`src/rtl/mmio_mailbox.sv`:
```
// Memory-mapped TX/RX mailbox on the core load/store bus: stores to TX_DATA feed a valid/ready
// consumer, loads from RX_DATA drain a valid/ready producer, with STATUS and CTRL registers alongside.
module mmio_mailbox #(
    parameter logic [31:0] BASE_ADDR = 32'h0000_1000,
    parameter int          DEPTH     = 8
) (
    input  logic        clk,
    input  logic        rst,
    input  logic [31:0] address,
    input  logic [2:0]  funct3,
    input  logic        MemWrite,
    input  logic        MemRead,
    input  logic [31:0] writeData,
    output logic [31:0] readData,
    output logic        hit,
    output logic [31:0] tx_data,
    output logic        tx_valid,
    input  logic        tx_ready,
    input  logic [31:0] rx_data,
    input  logic        rx_valid,
    output logic        rx_ready,
    output logic        irq
);
    localparam int            CW       = $clog2(DEPTH) + 1;
    localparam int            PW       = $clog2(DEPTH);
    localparam logic [CW-1:0] FULL_CNT = CW'(DEPTH);

    logic [31:0]   txMem_r [DEPTH];
    logic [31:0]   rxMem_r [DEPTH];
    logic [PW-1:0] txWr_r, txRd_r, rxWr_r, rxRd_r;
    logic [CW-1:0] txCnt_r, rxCnt_r;
    logic          ovf_r, unf_r, ie_r;

    logic          inWindow_s, loadLegal_s, storeLegal_s;
    logic [1:0]    regOff_s;
    logic [31:0]   selReg_s, shifted_s, loadWord_s, pushWord_s, status_s, rxHead_s;
    logic          txPush_s, txPushOk_s, txPopOk_s;
    logic          rxPopReq_s, rxPopOk_s, rxPushOk_s;
    logic          ctrlWrite_s, flush_s;

    assign inWindow_s = (address[31:4] == BASE_ADDR[31:4]);
    assign regOff_s   = address[3:2];
    assign hit        = (MemRead | MemWrite) & inWindow_s;

    assign rxHead_s = (rxCnt_r != {CW{1'b0}}) ? rxMem_r[rxRd_r] : 32'h0000_0000;
    assign status_s = {8'h00, {(8-CW){1'b0}}, txCnt_r, {(8-CW){1'b0}}, rxCnt_r, 2'b00,
                       unf_r, ovf_r, (txCnt_r == FULL_CNT), (txCnt_r == {CW{1'b0}}),
                       (rxCnt_r == FULL_CNT), (rxCnt_r == {CW{1'b0}})};

    // Load path: register select, byte-lane shift, then width/sign extension
    always_comb begin
        selReg_s = 32'h0000_0000;
        case (regOff_s)
            2'd0:    selReg_s = 32'h0000_0000;
            2'd1:    selReg_s = rxHead_s;
            2'd2:    selReg_s = status_s;
            2'd3:    selReg_s = {31'h0000_0000, ie_r};
            default: selReg_s = 32'h0000_0000;
        endcase
        shifted_s   = selReg_s >> {address[1:0], 3'b000};
        loadLegal_s = 1'b1;
        loadWord_s  = 32'h0000_0000;
        case (funct3)
            3'b000:  loadWord_s = {{24{shifted_s[7]}}, shifted_s[7:0]};
            3'b001:  loadWord_s = {{16{shifted_s[15]}}, shifted_s[15:0]};
            3'b010:  loadWord_s = shifted_s;
            3'b100:  loadWord_s = {24'h00_0000, shifted_s[7:0]};
            3'b101:  loadWord_s = {16'h0000, shifted_s[15:0]};
            default: loadLegal_s = 1'b0;
        endcase
    end

    assign readData = (MemRead & inWindow_s & loadLegal_s) ? loadWord_s : 32'h0000_0000;

    // Store width selection for TX pushes; the byte lane is always the low end of writeData
    always_comb begin
        storeLegal_s = 1'b1;
        pushWord_s   = 32'h0000_0000;
        case (funct3)
            3'b000:  pushWord_s = {24'h00_0000, writeData[7:0]};
            3'b001:  pushWord_s = {16'h0000, writeData[15:0]};
            3'b010:  pushWord_s = writeData;
            default: storeLegal_s = 1'b0;
        endcase
    end

    assign txPush_s    = MemWrite & inWindow_s & (regOff_s == 2'd0) & storeLegal_s;
    assign txPushOk_s  = txPush_s & (txCnt_r != FULL_CNT);
    assign txPopOk_s   = tx_ready & (txCnt_r != {CW{1'b0}});
    assign rxPopReq_s  = MemRead & inWindow_s & (regOff_s == 2'd1) & loadLegal_s;
    assign rxPopOk_s   = rxPopReq_s & (rxCnt_r != {CW{1'b0}});
    assign rxPushOk_s  = rx_valid & (rxCnt_r != FULL_CNT);
    assign ctrlWrite_s = MemWrite & inWindow_s & (regOff_s == 2'd3);
    assign flush_s     = ctrlWrite_s & writeData[2];

    // FIFO storage; contents are only meaningful between the read and write pointers
    always_ff @(posedge clk) begin
        if (txPushOk_s) begin
            txMem_r[txWr_r] <= pushWord_s;
        end
        if (rxPushOk_s) begin
            rxMem_r[rxWr_r] <= rx_data;
        end
    end

    // Pointers, counts and flags; a flush wins over the handshake beats of the same cycle
    always_ff @(posedge clk) begin
        if (rst) begin
            txWr_r  <= {PW{1'b0}};
            txRd_r  <= {PW{1'b0}};
            rxWr_r  <= {PW{1'b0}};
            rxRd_r  <= {PW{1'b0}};
            txCnt_r <= {CW{1'b0}};
            rxCnt_r <= {CW{1'b0}};
            ovf_r   <= 1'b0;
            unf_r   <= 1'b0;
            ie_r    <= 1'b0;
        end else begin
            if (txPushOk_s) txWr_r <= txWr_r + 1'b1;
            if (txPopOk_s)  txRd_r <= txRd_r + 1'b1;
            if (rxPushOk_s) rxWr_r <= rxWr_r + 1'b1;
            if (rxPopOk_s)  rxRd_r <= rxRd_r + 1'b1;
            txCnt_r <= txCnt_r + CW'(txPushOk_s) - CW'(txPopOk_s);
            rxCnt_r <= rxCnt_r + CW'(rxPushOk_s) - CW'(rxPopOk_s);
            if (txPush_s & ~txPushOk_s)  ovf_r <= 1'b1;
            if (rxPopReq_s & ~rxPopOk_s) unf_r <= 1'b1;
            if (ctrlWrite_s) begin
                ie_r <= writeData[0];
                if (writeData[1]) begin
                    ovf_r <= 1'b0;
                    unf_r <= 1'b0;
                end
            end
            if (flush_s) begin
                txWr_r  <= {PW{1'b0}};
                txRd_r  <= {PW{1'b0}};
                rxWr_r  <= {PW{1'b0}};
                rxRd_r  <= {PW{1'b0}};
                txCnt_r <= {CW{1'b0}};
                rxCnt_r <= {CW{1'b0}};
            end
        end
    end

    assign tx_valid = ~rst & (txCnt_r != {CW{1'b0}});
    assign tx_data  = tx_valid ? txMem_r[txRd_r] : 32'h0000_0000;
    assign rx_ready = ~rst & (rxCnt_r != FULL_CNT);
    assign irq      = ~rst & ie_r & (rxCnt_r != {CW{1'b0}});
endmodule

```
`config.mk`:
```
export PLATFORM = sky130hd
export DESIGN_NAME = mmio_mailbox
export DESIGN_NICKNAME = d
export VERILOG_FILES = /design/src/rtl/mmio_mailbox.sv
export SDC_FILE = /design/constraint.sdc
export NUM_CORES = 1
export LEC_CHECK = 0
export ABC_AREA = 1
export ABC_CLOCK_PERIOD_IN_PS = 10770
export BUFFER_PORTS_ARGS = -buffer_cell sky130_fd_sc_hd__buf_4
export CAP_MARGIN = 20
export CELL_PAD_IN_SITES_DETAIL_PLACEMENT = 1
export CELL_PAD_IN_SITES_GLOBAL_PLACEMENT = 2
export CORE_MARGIN = 2
export CORE_UTILIZATION = 40
export CTS_BUF_LIST = sky130_fd_sc_hd__clkbuf_16
export DETAILED_ROUTE_END_ITERATION = 8
export PLACE_DENSITY = 0.86
export SYNTH_ARGS = -nofsm -noshare
export SYNTH_HDL_FRONTEND = slang
export SYNTH_SLANG_ARGS = --single-unit
```
`constraint.sdc`:
```
create_clock -name clk -period 10.77 [get_ports clk]
set_input_delay 0 -clock clk [delete_from_list [all_inputs] [get_ports clk]]
set_output_delay 0 -clock clk [all_outputs]
set_load 0.05 [all_outputs]
```
## Word level (Yosys, flattened, before mapping)

Memories as Yosys holds them, arrays and structs flattened. A register that Yosys moved wholly into a read port is not among the register bits.
Cells that the tools add are included.

| cells by class | value |
|---|---|
| shifts and indexed selects | 1 |
| $mul | 0 |
| eq/ne operators | 12 |
| bitwise operators | 24 |
| add/subtract/negate cells | 8 |
| reductions and logical operators | 9 |
| mux-type cells | 22 |
| order comparisons | 0 |
| div/mod/pow operators | 0 |

Operators by type and width:

| kind | number |
|---|---|
| $pmux W32 S5 | 1 |
| $pmux W32 S4 | 1 |
| $mux W32 | 3 |
| $pmux W32 S3 | 1 |
| $shr A32 B5 Y32 | 1 |
| $eq A28 B9 Y1 const B | 1 |
| $and A1 B1 Y1 | 20 |
| $add A3 B1 Y3 const B | 4 |
| $mux W1 | 12 |
| $mux W3 | 4 |
| $add A4 B1 Y4 | 2 |
| $eq A4 B4 Y1 const B | 2 |
| $logic_not A4 Y1 | 2 |
| $ne A4 B4 Y1 const B | 2 |
| $reduce_bool A4 Y1 | 2 |
| $sub A4 B1 Y4 | 2 |
| $eq A3 B3 Y1 const B | 2 |
| $reduce_or A5 Y1 | 1 |
| $eq A2 B2 Y1 const B | 2 |
| $eq A3 B1 Y1 const B | 1 |
| $eq A3 B2 Y1 const B | 1 |
| $logic_not A3 Y1 | 1 |
| $not A1 Y1 | 3 |
| $reduce_or A3 Y1 | 1 |
| other kinds (4) | 4 |

| storage, ports and cells | value |
|---|---|
| memory bits (read-only) | 0 |
| register bits after elaboration | 23 |
| word-level logic and storage cells | 87 |
| latch bits | 0 |
| input port bits | 105 |
| output and inout bits | 68 |
| bits in writable memories | 512 |
| memories kept | 2 |

Memories:

| memory | words | width | read ports | clocked after Yosys merged registers in | write ports | line | text |
|---|---|---|---|---|---|---|---|
| rxMem_r | 8 | 32 | 1 | 1 | 1 | 29 | `logic [31:0] rxMem_r [DEPTH];` |
| txMem_r | 8 | 32 | 1 | 1 | 1 | 28 | `logic [31:0] txMem_r [DEPTH];` |

## Depth between registers and ports, before layout

Gate-level depths: netlist of run 1.

| depth | value |
|---|---|
| word-level depth | 10 |
| mapped depth | 15 |
| depth with buffers taken out | 15 |

## Worst setup path before layout of run 1

Ideal clock, no wire load.

| path | value |
|---|---|
| path type | flip-flop to flip-flop |
| from | reg txCnt_r[2] |
| to | mem txMem_r[3][0], enable pin |
| arrival | 3.154 ns |
| required time | 10.309 ns |
| clock period less this slack | 3.615 ns |
| slack | 7.155 ns |
| library setup time | 0.461 ns |
| cell stages (with the launch flop) | 8 |
| path buffers | 0 |
| cells stage by stage | dfxtp_1 > inv_1 > ha_1 > nand2_1 > nand3_2 > inv_2 > nand2_1 > nor3_1 |

| on the way | value |
|---|---|
| word-level cells in the longest chain between the ends | 4 |

Ends and longest elaborated chain:

| what | line | text |
|---|---|---|
| start, declared | 31 | `logic [CW-1:0] txCnt_r, rxCnt_r;` |
| start signal, assigned | 113 | `txCnt_r <= {CW{1'b0}};` |
| start signal, assigned | 123 | `txCnt_r <= txCnt_r + CW'(txPushOk_s) - CW'(txPopOk_s);` |
| start signal, assigned | 139 | `txCnt_r <= {CW{1'b0}};` |
| $ne A4 B4 Y1 | 88 | `assign txPushOk_s = txPush_s & (txCnt_r != FULL_CNT);` |
| $and A1 B1 Y1 | 88 |  |
| $mux W1 | 98 | `if (txPushOk_s) begin` |
| $mux W1 (not written as such) | 99 | `txMem_r[txWr_r] <= pushWord_s;` |
| end, declared | 28 |  |

Every way passes these cells.

==> summary.txt, run 1 <==
Worst setup path
  • CP required: 10.77 ns
  • Crit path launch type: flip-flop
  • Setup CP Type: reg2out
  • Crit path cell chain: buf_4 > nor2_1 > nor2_1 > o21ai_1 > nand3_1 > nand3_1 > nand3_2 > nand3_4 > nand3_1 > nand2_1 > inv_1 > buf_4
  • Most used cell along the critical path: nand3_1
  • WP data arrival: 4.00 ns
  • Endpoint class of the critical path: output pin
  • Crit-path max cell delay: 0.82 ns
  • Worst path slowest cell: dfxtp_4
  • CP max FO: 72

Layout
  • Final #Nets: 2377
  • Area delta synth->final: 20.0%
  • Register Area: 0.0160 sq mm
  • Area taken by multi-input logic gates: ~0.006 sq mm
  • Ratio of cells with drive above 1 in the final layout: 0.151
  • Finished Cell Area: 0.0276 sq mm
  • Layout fillers: 5923

Power and ir drop
  • Leakage: 9.85 nW
  • Pwr/cell area: 191 mW/mm^2
  • VDD IR max: 0.136 mV

Die
  • Die span in y: approximately 240 um
  • Die ar.: just under 0.06 sq mm
  • Starting Density: 0.406
  • Area of the core: ~0.057 sq mm
  • Die W: 244 um
  • Io pins: 173
  • Row cnt: 87

Timing
  • Setup violators final: 0
  • Worst-margin pin slew: 0.978 ns
  • F_max: 250 MHz
  • Crit share post-route: 0.371
  • Setup TNS: 0 ns
  • Unrepaired setup endpoints after global routing: no
  • Slew Limit Headroom: 0.348
  • Final hold vios: 0
  • Fin. max-slew vios: 0
  • Post-layout worst setup margin: 6.77 ns
  • Clock Skew: 0.0231 ns
  • Min Tclk post-route: approximately 4.0 ns

CTS
  • Clock Tree Buf Depth: 3
  • Post-CTS Resized: 0
  • Root buf cell: clkbuf_16
  • Clk Latency, worst-skew pair: 0.64 ns
  • Clock Sinks: 541
  • CTS buffer count: 57
  • CTS tree: built
  • CTS H-Tree Depth: 2
  • Clock slew at reported path FFs: 0.06 ns

Global routing
  • Wire length of the first global-routing pass: 101000 um
  • Largest net degree at the start of global routing: 93
  • All-Layer GR Usage: 0.222
  • Vias in the first global route: 17444
  • Antenna violations before repair: 2
  • Grt total ovfl: 0

Logic synthesis
  • Syn_nets: between 2000 and 2500
  • Adder-cell share of the synthesized area: 0.00988
  • Synth Warn #: 0
  • Synth area leaders: edfxtp_1, nor2_1, o21ai_0
  • Synth unique cells: 37
  • Post-synth top area share: 0.667
  • Count leader, synth: edfxtp_1
  • Post-synth EDFFs: just over 500
  • Cell count after synthesis: 2033
  • Xor/xnor share of the synthesized area: 0.00114
  • Largest family of logic cells by synthesized area: simple AND/OR/NAND/NOR gates
  • Register area share after synthesis: 0.692
  • Commonest cells post-synth: edfxtp_1, nor2_1, o21ai_0, nand2_1, nand3_1
  • Synth Area in Simple Gates: 0.145
  • Post-synthesis mux area share: 0
  • Mapped Area: 0.0230 sq mm
  • Syn_area_per_cell: around 11 sq um
  • Area leader, netlist: edfxtp_1
  • Flops & latches, synth: 541
  • Ys flop type: edfxtp_1
  • Post-synth ARST share: 0
  • Post-synthesis compound-gate area fraction: 0.103

Hold path
  • Tightest Hold Check Type: in2reg

Placed design
  • Dpl hpwl: 39600 um
  • Post-place instance area: 0.0250 sq mm
  • Input/output buffers: 172
  • Post-Place Worst Slack: between 7 and 8 ns
  • Global placer's final weighted congestion: 0.788

Detailed routing
  • Vias/cell: 5.39
  • TritonRoute pass-1 iters: 5
  • Final Routed Wirelength: 66800 um
  • Vias post-DR: 16501
  • Drt initial violations: around 1100
  • Post-route antenna net violation count: 0
  • Drc violations: 0
  • Avg WL per Cell: 21.8 um

Status
  • Status: completed

Flow run
  • Total of max-cap violations: 0
through the flow:
step | std cells | power (W) | utilization | hold slack (ns)
after floorplan | 2033 | 0.00304 | - | 0.0785
after global placement | 2875 | 0.00335 | 0.441 | 0.227
after detailed placement | 2876 | 0.00338 | 0.441 | 0.231
after CTS | 3058 | 0.00532 | 0.487 | 0.0375
after global routing | 3060 | 0.00548 | 0.487 | 0.0628
final | 3060 | 0.00527 | 0.487 | 0.0393
report_power, final:
part | switching (W) | internal (W) | leakage, nW
combinational | 0.000666 | 0.000279 | 4.37
clock | 0.000814 | 0.00111 | 0.956
sequential | 0.0000469 | 0.00236 | 4.52
layout by cell type, fill, tap and decap left out, drive strengths merged:
cell,n
nor2,465
a21oi,42
clkbuf,57
o21ai,277
a211oi,1
nand3,132
clkinv,31
inv,138
a22oi,1
nor3,16
nand2,158
clkinvlp,1
edfxtp,512
xnor2,3
o221ai,2
dfxtp,29
nand4,20
nand3b,1
a31oi,32
dlygate4sd3,76
o22ai,32
fa,2
ha,15
buf,208
nor3b,3
diode,2
bufinv,6
o211ai,38
or2,4
registers in the layout, summed over array words and instances (netlist names), named ones only:
| register | cells |
|---|---|
| unf_r | 1 |
| txWr_r | 3 |
| ie_r | 1 |
| rxRd_r | 3 |
| ovf_r | 1 |
| rxCnt_r | 4 |
| rxWr_r | 3 |
| txMem_r | 256 |
| rxMem_r | 256 |
| txCnt_r | 4 |
| txRd_r | 3 |
worst max-delay path, delay by kind of cell (launching register included):
family / cells / cell delay, ns
buf+inv: 3 / 0.99
compound gates: 1 / 0.11
simple gates: 8 / 1.32
flops: 1 / 0.82
cells by family (layout without fill, tap and decap cells):
logic type	after synthesis	in the layout
buffers and inverters	248	517
AO/OA/AOI/OAI	425	425
XOR/XNOR	3	3
AND/OR/NAND/NOR	799	799
other	0	2
adder cells (fa/ha/maj)	17	17
flip-flops	541	541
area by class of cell:
cell class	count	area share
Clock inverter	49	0.0152
Inverter	127	0.0172
Timing Repair Buffer	284	0.0847
Antenna cell	2	0.000181
Clock buffer	57	0.0516
Multi-Input combinational cell	1244	0.219
Sequential cell	541	0.578
Tap cell	756	0.0342
routing by layer:
layer / vias up / track usage / share of wire
li1: 7631 / - / -
met4: 0 / 0.0823 / 0.033
met1: 8294 / 0.274 / 0.41
met3: 132 / 0.0303 / 0.049
met5: - / 0 / 0
met2: 444 / 0.396 / 0.51
what timing repair did:
item | in CTS | in global routing
hold buffers | 76 | 0
hold endpoints to repair | 532 | 0
buffers inserted | 0 | 0
worst paths after layout:
kind | depth (start not counted) | slack, ns | start | end
worst max-delay path | 12 | 6.77 | flip-flop | readData[21]
worst min register to register | 2 | 0.48 | unf_r | unf_r
worst max register to register | 14 | 7.74 | rxCnt_r[3] | rxCnt_r[3]
worst min-delay path | 6 | 0.04 | MemRead | rxRd_r[1]
Note: power is estimated with default switching activity, not from simulation.
==> run 2: changes to the inputs <==
Settings changed: ABC_AREA 1 to 0, ABC_CLOCK_PERIOD_IN_PS 10770 to 3900, PLACE_DENSITY 0.86 to 0.78.
Clock period 10.77 ns to 3.9 ns, I/O delays scaled along.
==> run 2 against run 1 <==
Effect of this change: via count fell by 26%; wire length decreased by 18%; sequential cell count stayed put; non-clock buffer count fell by 9; register-to-register slack worse by 7.1 ns; cell count decreased by 25%; critical endpoint is now readData[1].
==> summary.txt, run 2 <==
Die
  • Die span in y: 240 um (-1.7%)
  • Die ar.: 0.0575 sq mm (-3.5%)
  • Area of the core: 0.0550 sq mm (-3.0%)
  • Die W: 240 um (-1.7%)
  • Row cnt: 86 (-1.1%)
  • Io pins: 173 (unchanged)
  • Starting Density: 0.404 (-0.00193)

CTS
  • CTS H-Tree Depth: 2 (unchanged)
  • Clk Latency, worst-skew pair: 0.62 ns (-0.02 ns)
  • Root buf cell: clkbuf_16
  • Clock slew at reported path FFs: 0.06 ns (about the same)
  • CTS tree: built
  • CTS buffer count: 56 (-1.8%)
  • Clock Sinks: 541 (unchanged)
  • Setup Buffers After CTS: 0 (unchanged)
  • Clock Tree Buf Depth: 3 (unchanged)

Layout
  • Ratio of cells with drive above 1 in the final layout: 0.288 (+0.137)
  • Most frequent cells in the layout: edfxtp_1, buf_4, mux4_2
  • Layout fillers: 5149 (-13%)
  • Largest regs: rxMem_r x256, txMem_r x256
  • Area delta synth->final: 22.1%
  • Final #Nets: 1606 (-32%)
  • Most common cell after layout, fill and taps aside: edfxtp_1

Timing
  • Setup TNS: 0 ns (unchanged)
  • Final hold vios: 0 (unchanged)
  • Min Tclk post-route: 3.53 ns
  • Worst-margin pin slew: 1.10 ns (+0.121 ns)
  • Clock Skew: 0.0270 ns (+0.00392 ns)
  • Worst hold slack: 0.0531 ns (+0.0138 ns)
  • F_max: around 280 MHz
  • Unrepaired setup endpoints after global routing: no
  • Slew Limit Headroom: 0.268 (-0.0805)
  • Setup violators final: 0 (unchanged)
  • Crit share post-route: 0.906
  • Fin. max-slew vios: 0 (unchanged)

Global routing
  • Antenna violations before repair: 4 (+2)
  • Grt total ovfl: 0 (unchanged)
  • Vias in the first global route: 12975 (-26%)
  • Wire length of the first global-routing pass: 81800 um (-19%)
  • All-Layer GR Usage: 0.192 (-0.0298)
  • Largest net degree at the start of global routing: 40 (-57%)

Worst setup path
  • CP required: 3.90 ns (-6.87 ns)
  • CP max FO: 39 (-46%)
  • R2R cell count: 10 (-4)
  • Endpoint class of the critical path: output pin
  • FF-to-FF End: rxCnt_r[2]
  • Crit path cell chain: buf_4 > mux4_1 > nand2b_1 > a32oi_1 > o2bb2ai_1 > a21oi_1 > nor2_1 > buf_4
  • Reg-to-reg setup timing slack: 0.66 ns (-7.08 ns)
  • Crit path launch type: flip-flop
  • Worst path slowest cell: dfxtp_4
  • Crit-path max cell delay: 0.82 ns (about the same)
  • WP data arrival: 3.53 ns (-0.47 ns)
  • Most used cell along the critical path: buf_4
  • Worst R2R Start: rxCnt_r[2]
  • Setup CP Type: reg2out

Logic synthesis
  • Post-synth top area share: 0.691 (+0.0243)
  • Post-synth EDFFs: 512 (unchanged)
  • Synth area leaders: edfxtp_1, mux4_2, mux2i_1
  • Count leader, synth: edfxtp_1
  • Cell count after synthesis: 1210 (-40%)
  • Syn_area_per_cell: 18.4 sq um (+62%)
  • Synth unique cells: 60 (+62%)
  • Area leader, netlist: edfxtp_1
  • Flops & latches, synth: 541 (unchanged)
  • Ys flop type: edfxtp_1
  • Syn_nets: 1332 (-38%)
  • Post-synth ARST share: 0 (unchanged)
  • Synth Warn #: 0 (unchanged)
  • Mapped Area: 0.0222 sq mm (-3.5%)
  • Commonest cells post-synth: edfxtp_1, mux4_2, nor2_1, mux2i_1
  • Register area share after synthesis: 0.718 (+0.0252)

Detailed routing
  • Drc violations: 0 (unchanged)
  • Vias post-DR: 12207 (-26%)
  • Post-route antenna net violation count: 0 (unchanged)
  • Final Routed Wirelength: 54500 um (-18%)
  • Vias/cell: 5.35 (-0.71%)
  • Drt initial violations: 807 (-25%)
  • TritonRoute pass-1 iters: 5 (unchanged)
  • Avg WL per Cell: 23.9 um (+9.4%)

Hold path
  • Hold Path Stages: 6 (unchanged)
  • Worst hold start: address[24]
  • Tightest Hold Check Type: in2reg

Power and ir drop
  • Combinational power share: 0.169 (-0.010)
  • Clock share of power: 0.365 (about the same)
  • Share of power burned in registers: 0.465 (+0.009)
  • Switching Share: 0.268 (-0.0214)
  • Leakage: 8.34 nW (-15%)
  • VDD IR max: 0.399 mV (+190%)
  • Pwr/cell area: 536 mW/mm^2 (+180%)
  • Switching pwr: 0.00391 W (+160%)
  • Power Internal: 0.0107 W (+180%)

Flow run
  • Total of max-cap violations: 0 (unchanged)

Placed design
  • Global placer's final weighted congestion: 0.887 (+13%)
  • Input/output buffers: 172 (unchanged)
  • Dpl hpwl: 33800 um (-15%)

Status
  • Status: completed
## run 2: cell types whose count changed in the layout (fill, tap and decap cells not counted), sizes merged, moves of 32 or more
cell    delta
inv      -110
mux4     +110
mux2i     +76
o211ai    -38
nor2     -386
nand2    -119
o21ai    -261
and2      +39
a31oi     -32
nand3    -122
## run 2: power groups by stage
stage / logic [W] / registers (W) / clock network [W]
after floorplan: 0.00177 / 0.00671 / 0
after global placement: 0.00240 / 0.00689 / 0
after detailed placement: 0.00244 / 0.00690 / 0
after CTS: 0.00251 / 0.00678 / 0.00544
after global routing: 0.00266 / 0.00681 / 0.00564
final: 0.00247 / 0.00678 / 0.00532
## run 2: worst max-delay path by stage
stage                endpoint
2_1_floorplan   rxMem_r[4][0]
3_3_place_gp   txMem_r[6][14]
6_report          readData[1]
3_5_place_dp   txMem_r[6][10]
4_1_cts          readData[13]
5_1_grt          readData[22]
## run 2: cell type report
class / count / area, sq um / share of cell area
Antenna cell: 2 / 5.00 / 0.000184
Timing Repair Buffer: 275 / 2250 / 0.0830
Sequential cell: 541 / 16000 / 0.588
Clock inverter: 47 / 425 / 0.0157
Inverter: 19 / 71.3 / 0.00263
Tap cell: 748 / 936 / 0.0345
Multi-Input combinational cell: 591 / 6050 / 0.223
Clock buffer: 57 / 1430 / 0.0526
## run 2: cells by family after synthesis
group,Yosys count,synth area share
buffers and inverters,78,0.0177
AND/OR/NAND/NOR,237,0.0550
multiplexers,207,0.158
AO/OA/AOI/OAI,118,0.0368
flip-flops,541,0.718
adder cells (fa/ha/maj),17,0.0102
XOR/XNOR,12,0.00473
## run 2: routing by layer
layer  track usage  share of wire
met4        0.0508          0.020
met5             0        0.00044
met1         0.263           0.43
met2         0.318           0.49
met3        0.0345          0.056
## run 2: what timing repair did
item,in CTS,in global routing
hold buffers,70,0
resized for setup,0,0
endpoints found under the hold margin,519,0
## run 2: worst max-delay path: cells and delay by family, from the launching register on
| kind | cells | cell delay, ns |
|---|---|---|
| AND/OR/NAND/NOR | 2 | 0.23 |
| buffers and inverters | 2 | 0.54 |
| flip-flops | 1 | 0.82 |
| AO/OA/AOI/OAI | 3 | 0.73 |
| multiplexers | 1 | 0.54 |
## run 2: stage by stage
step           cells  cell area, sq um   util  total power [W]  setup slack [ns]
3_5_place_dp    2104             24600  0.447          0.00935             0.652
2_1_floorplan   1210             22300      -          0.00849            0.0564
3_3_place_gp    2104             24600  0.447          0.00929             0.726
6_report        2280             27100  0.494           0.0146             0.368
5_1_grt         2280             27100  0.494           0.0151             0.163
4_1_cts         2278             27100  0.493           0.0147             0.334
==> run 3: changes to the inputs <==
==> constraint.sdc (replaced) <==
create_clock -name clk -period 3.9 [get_ports clk]
set_input_delay 0.195 -clock clk [delete_from_list [all_inputs] [get_ports clk]]
set_output_delay 0.195 -clock clk [all_outputs]
set_load 0.05 [all_outputs]
==> run 3 against run 2 <==
Effect of this change: wire length down 1.4%; total power down 0.50%; cell area down 1.2%; combinational power about the same; worst setup slack worse by 0.098 ns; clock skew up 0.027 ns; clock power down 0.8%; sequential cell count unchanged; core utilization down 0.60 points; first-iteration DRC count down 5.7%; largest cell class unchanged; largest power group unchanged.
==> summary.txt, run 3 (synthesized netlist as in run 2, its figures left out) <==
Die
  • Row cnt: 86 (unchanged)
  • Die W: 240 um (unchanged)
  • Io pins: 173 (unchanged)
  • Starting Density: 0.404 (unchanged)
  • Die span in y: 240 um (unchanged)
  • Die ar.: 0.0575 sq mm (unchanged)
  • Area of the core: 0.0550 sq mm (unchanged)

Layout
  • Area delta synth->final: 20.6%
  • Largest regs: rxMem_r x256, txMem_r x256
  • Ratio of cells with drive above 1 in the final layout: 0.293 (+0.00474)
  • Cell Count, Final, Fillers Out: 2244 (-1.6%)
  • Final Core Density: 0.488 (-0.00599)
  • Most frequent cells in the layout: edfxtp_1, buf_4, mux4_2
  • Most common cell after layout, fill and taps aside: edfxtp_1
  • Final #Nets: 1571 (-2.2%)

Placed design
  • Dpl hpwl: 33100 um (-1.8%)
  • Global placer's final weighted congestion: 0.815 (-8.1%)
  • Placed Cells: 2104 (unchanged)
  • Input/output buffers: 172 (unchanged)

Global routing
  • All-Layer GR Usage: 0.190 (-0.00206)
  • Antenna violations before repair: 4 (unchanged)
  • Largest net degree at the start of global routing: 52 (+30%)
  • Grt total ovfl: 0 (unchanged)
  • Vias in the first global route: 12861 (-0.88%)
  • Wire length of the first global-routing pass: 80800 um (-1.2%)

Worst setup path
  • Crit path cell chain: buf_4 > mux4_2 > o2111ai_1 > nand4_2 > a32oi_4 > a21oi_1 > buf_4
  • Endpoint class of the critical path: output pin
  • Worst path slowest cell: dfxtp_4
  • WP data arrival: 3.44 ns (-0.09 ns)
  • CP required: 3.70 ns (-0.20 ns)
  • Crit-path max cell delay: 0.76 ns (-0.06 ns)
  • CP max FO: 33 (-15%)
  • Setup CP Type: reg2out
  • Most used cell along the critical path: buf_4
  • Reg-to-reg setup timing slack: 0.75 ns (+0.09 ns)
  • Crit path launch type: flip-flop

CTS
  • Post-CTS Hold Buffers: 36 (-49%)
  • Clock Sinks: 541 (unchanged)
  • CTS buffer count: 55 (-1.8%)
  • Clk Latency, worst-skew pair: 0.62 ns (about the same)
  • Post-CTS Resized: 0 (unchanged)
  • CTS H-Tree Depth: 2 (unchanged)
  • Setup Buffers After CTS: 0 (unchanged)
  • Clock Tree Buf Depth: 3 (unchanged)
  • CTS tree: built
  • Clock slew at reported path FFs: 0.06 ns (about the same)
  • Root buf cell: clkbuf_16

Power and ir drop
  • VDD IR max: 0.406 mV (+1.9%)
  • Power after layout: 0.0145 W (-0.50%)
  • Leakage: 8.20 nW (-1.7%)
  • Pwr/cell area: 540 mW/mm^2 (+0.73%)

Flow run
  • Total of max-cap violations: 0 (unchanged)

Detailed routing
  • Final Routed Wirelength: 53700 um (-1.4%)
  • Drt initial violations: 761 (-5.7%)
  • Avg WL per Cell: 23.9 um (+0.19%)
  • Post-route antenna net violation count: 0 (unchanged)
  • TritonRoute pass-1 iters: 5 (unchanged)
  • Vias/cell: 5.39 (+0.64%)
  • Drc violations: 0 (unchanged)
  • Vias post-DR: 12091 (-0.95%)

Timing
  • Crit share post-route: 0.931 (+0.0250)
  • Clock Skew: 0.0541 ns (+0.0271 ns)
  • Final hold vios: 0 (unchanged)
  • Min Tclk post-route: 3.63 ns (+0.0977 ns)
  • Fin. max-slew vios: 0 (unchanged)
  • Worst hold slack: 0.0519 ns (-0.00117 ns)
  • Unrepaired setup endpoints after global routing: no
  • Setup violators final: 0 (unchanged)
  • F_max: 275 MHz (-2.7%)
  • Slew Limit Headroom: 0.331 (+0.0634)
  • Worst-margin pin slew: 1.00 ns (-0.0951 ns)

Hold path
  • Tightest Hold Check Type: in2reg

Status
  • Status: completed
-- run 3: worst max-delay path, delay by kind of cell, from the launching register on --
family,cells,cell delay [ns]
AOI/OAI and AO/OA,3,0.84
buffers and inverters,2,0.65
DFF,1,0.76
muxes,1,0.38
and+or+nand+nor,1,0.22
-- run 3: where the power goes --
group	leakage, nW	switching, W	internal [W]
sequential	4.44	0.000189	0.00654
clock	0.930	0.00223	0.00305
combinational	2.82	0.00151	0.000961
total	8.20	0.00393	0.0106
-- run 3: worst paths after layout --
| kind | from | endpoint | depth (start not counted) |
|---|---|---|---|
| worst max-delay path | flip-flop | readData[24] | 7 |
| worst min-delay path | writeData[14] | txMem_r[6][14] | 2 |
| worst max register to register | rxCnt_r[2] | rxCnt_r[3] | 11 |
| worst min register to register | ovf_r | ovf_r | 1 |
-- run 3: routing by layer --
layer,GRT usage,vias up,part of all wire
li1,-,5356,-
met1,0.258,6272,0.43
met2,0.311,379,0.48
met3,0.0424,78,0.063
met4,0.0485,6,0.022
met5,0,-,0.00078
-- run 3: stage by stage --
| step | setup slack (ns) | TNS [ns] | instance area, sq um |
|---|---|---|---|
| 6_report | 0.270 | 0 | 26800 |
| 5_1_grt | 0.0301 | 0 | 26800 |
| 4_1_cts | 0.177 | 0 | 26800 |
| 3_5_place_dp | 0.705 | 0 | 24600 |
| 3_3_place_gp | 0.762 | 0 | 24600 |
| 2_1_floorplan | -0.131 | -7.82 | 22300 |
-- run 3: cell type report --
class / instances / area (sq um)
clock inverter: 48 / 458
antenna: 1 / 2.50
tap: 748 / 936
fill: 5126 / 28200
sequential: 541 / 16000
clock buffer: 55 / 1380
multi-input combinational: 591 / 6050
timing repair buffer: 241 / 1950
inverter: 19 / 71.3
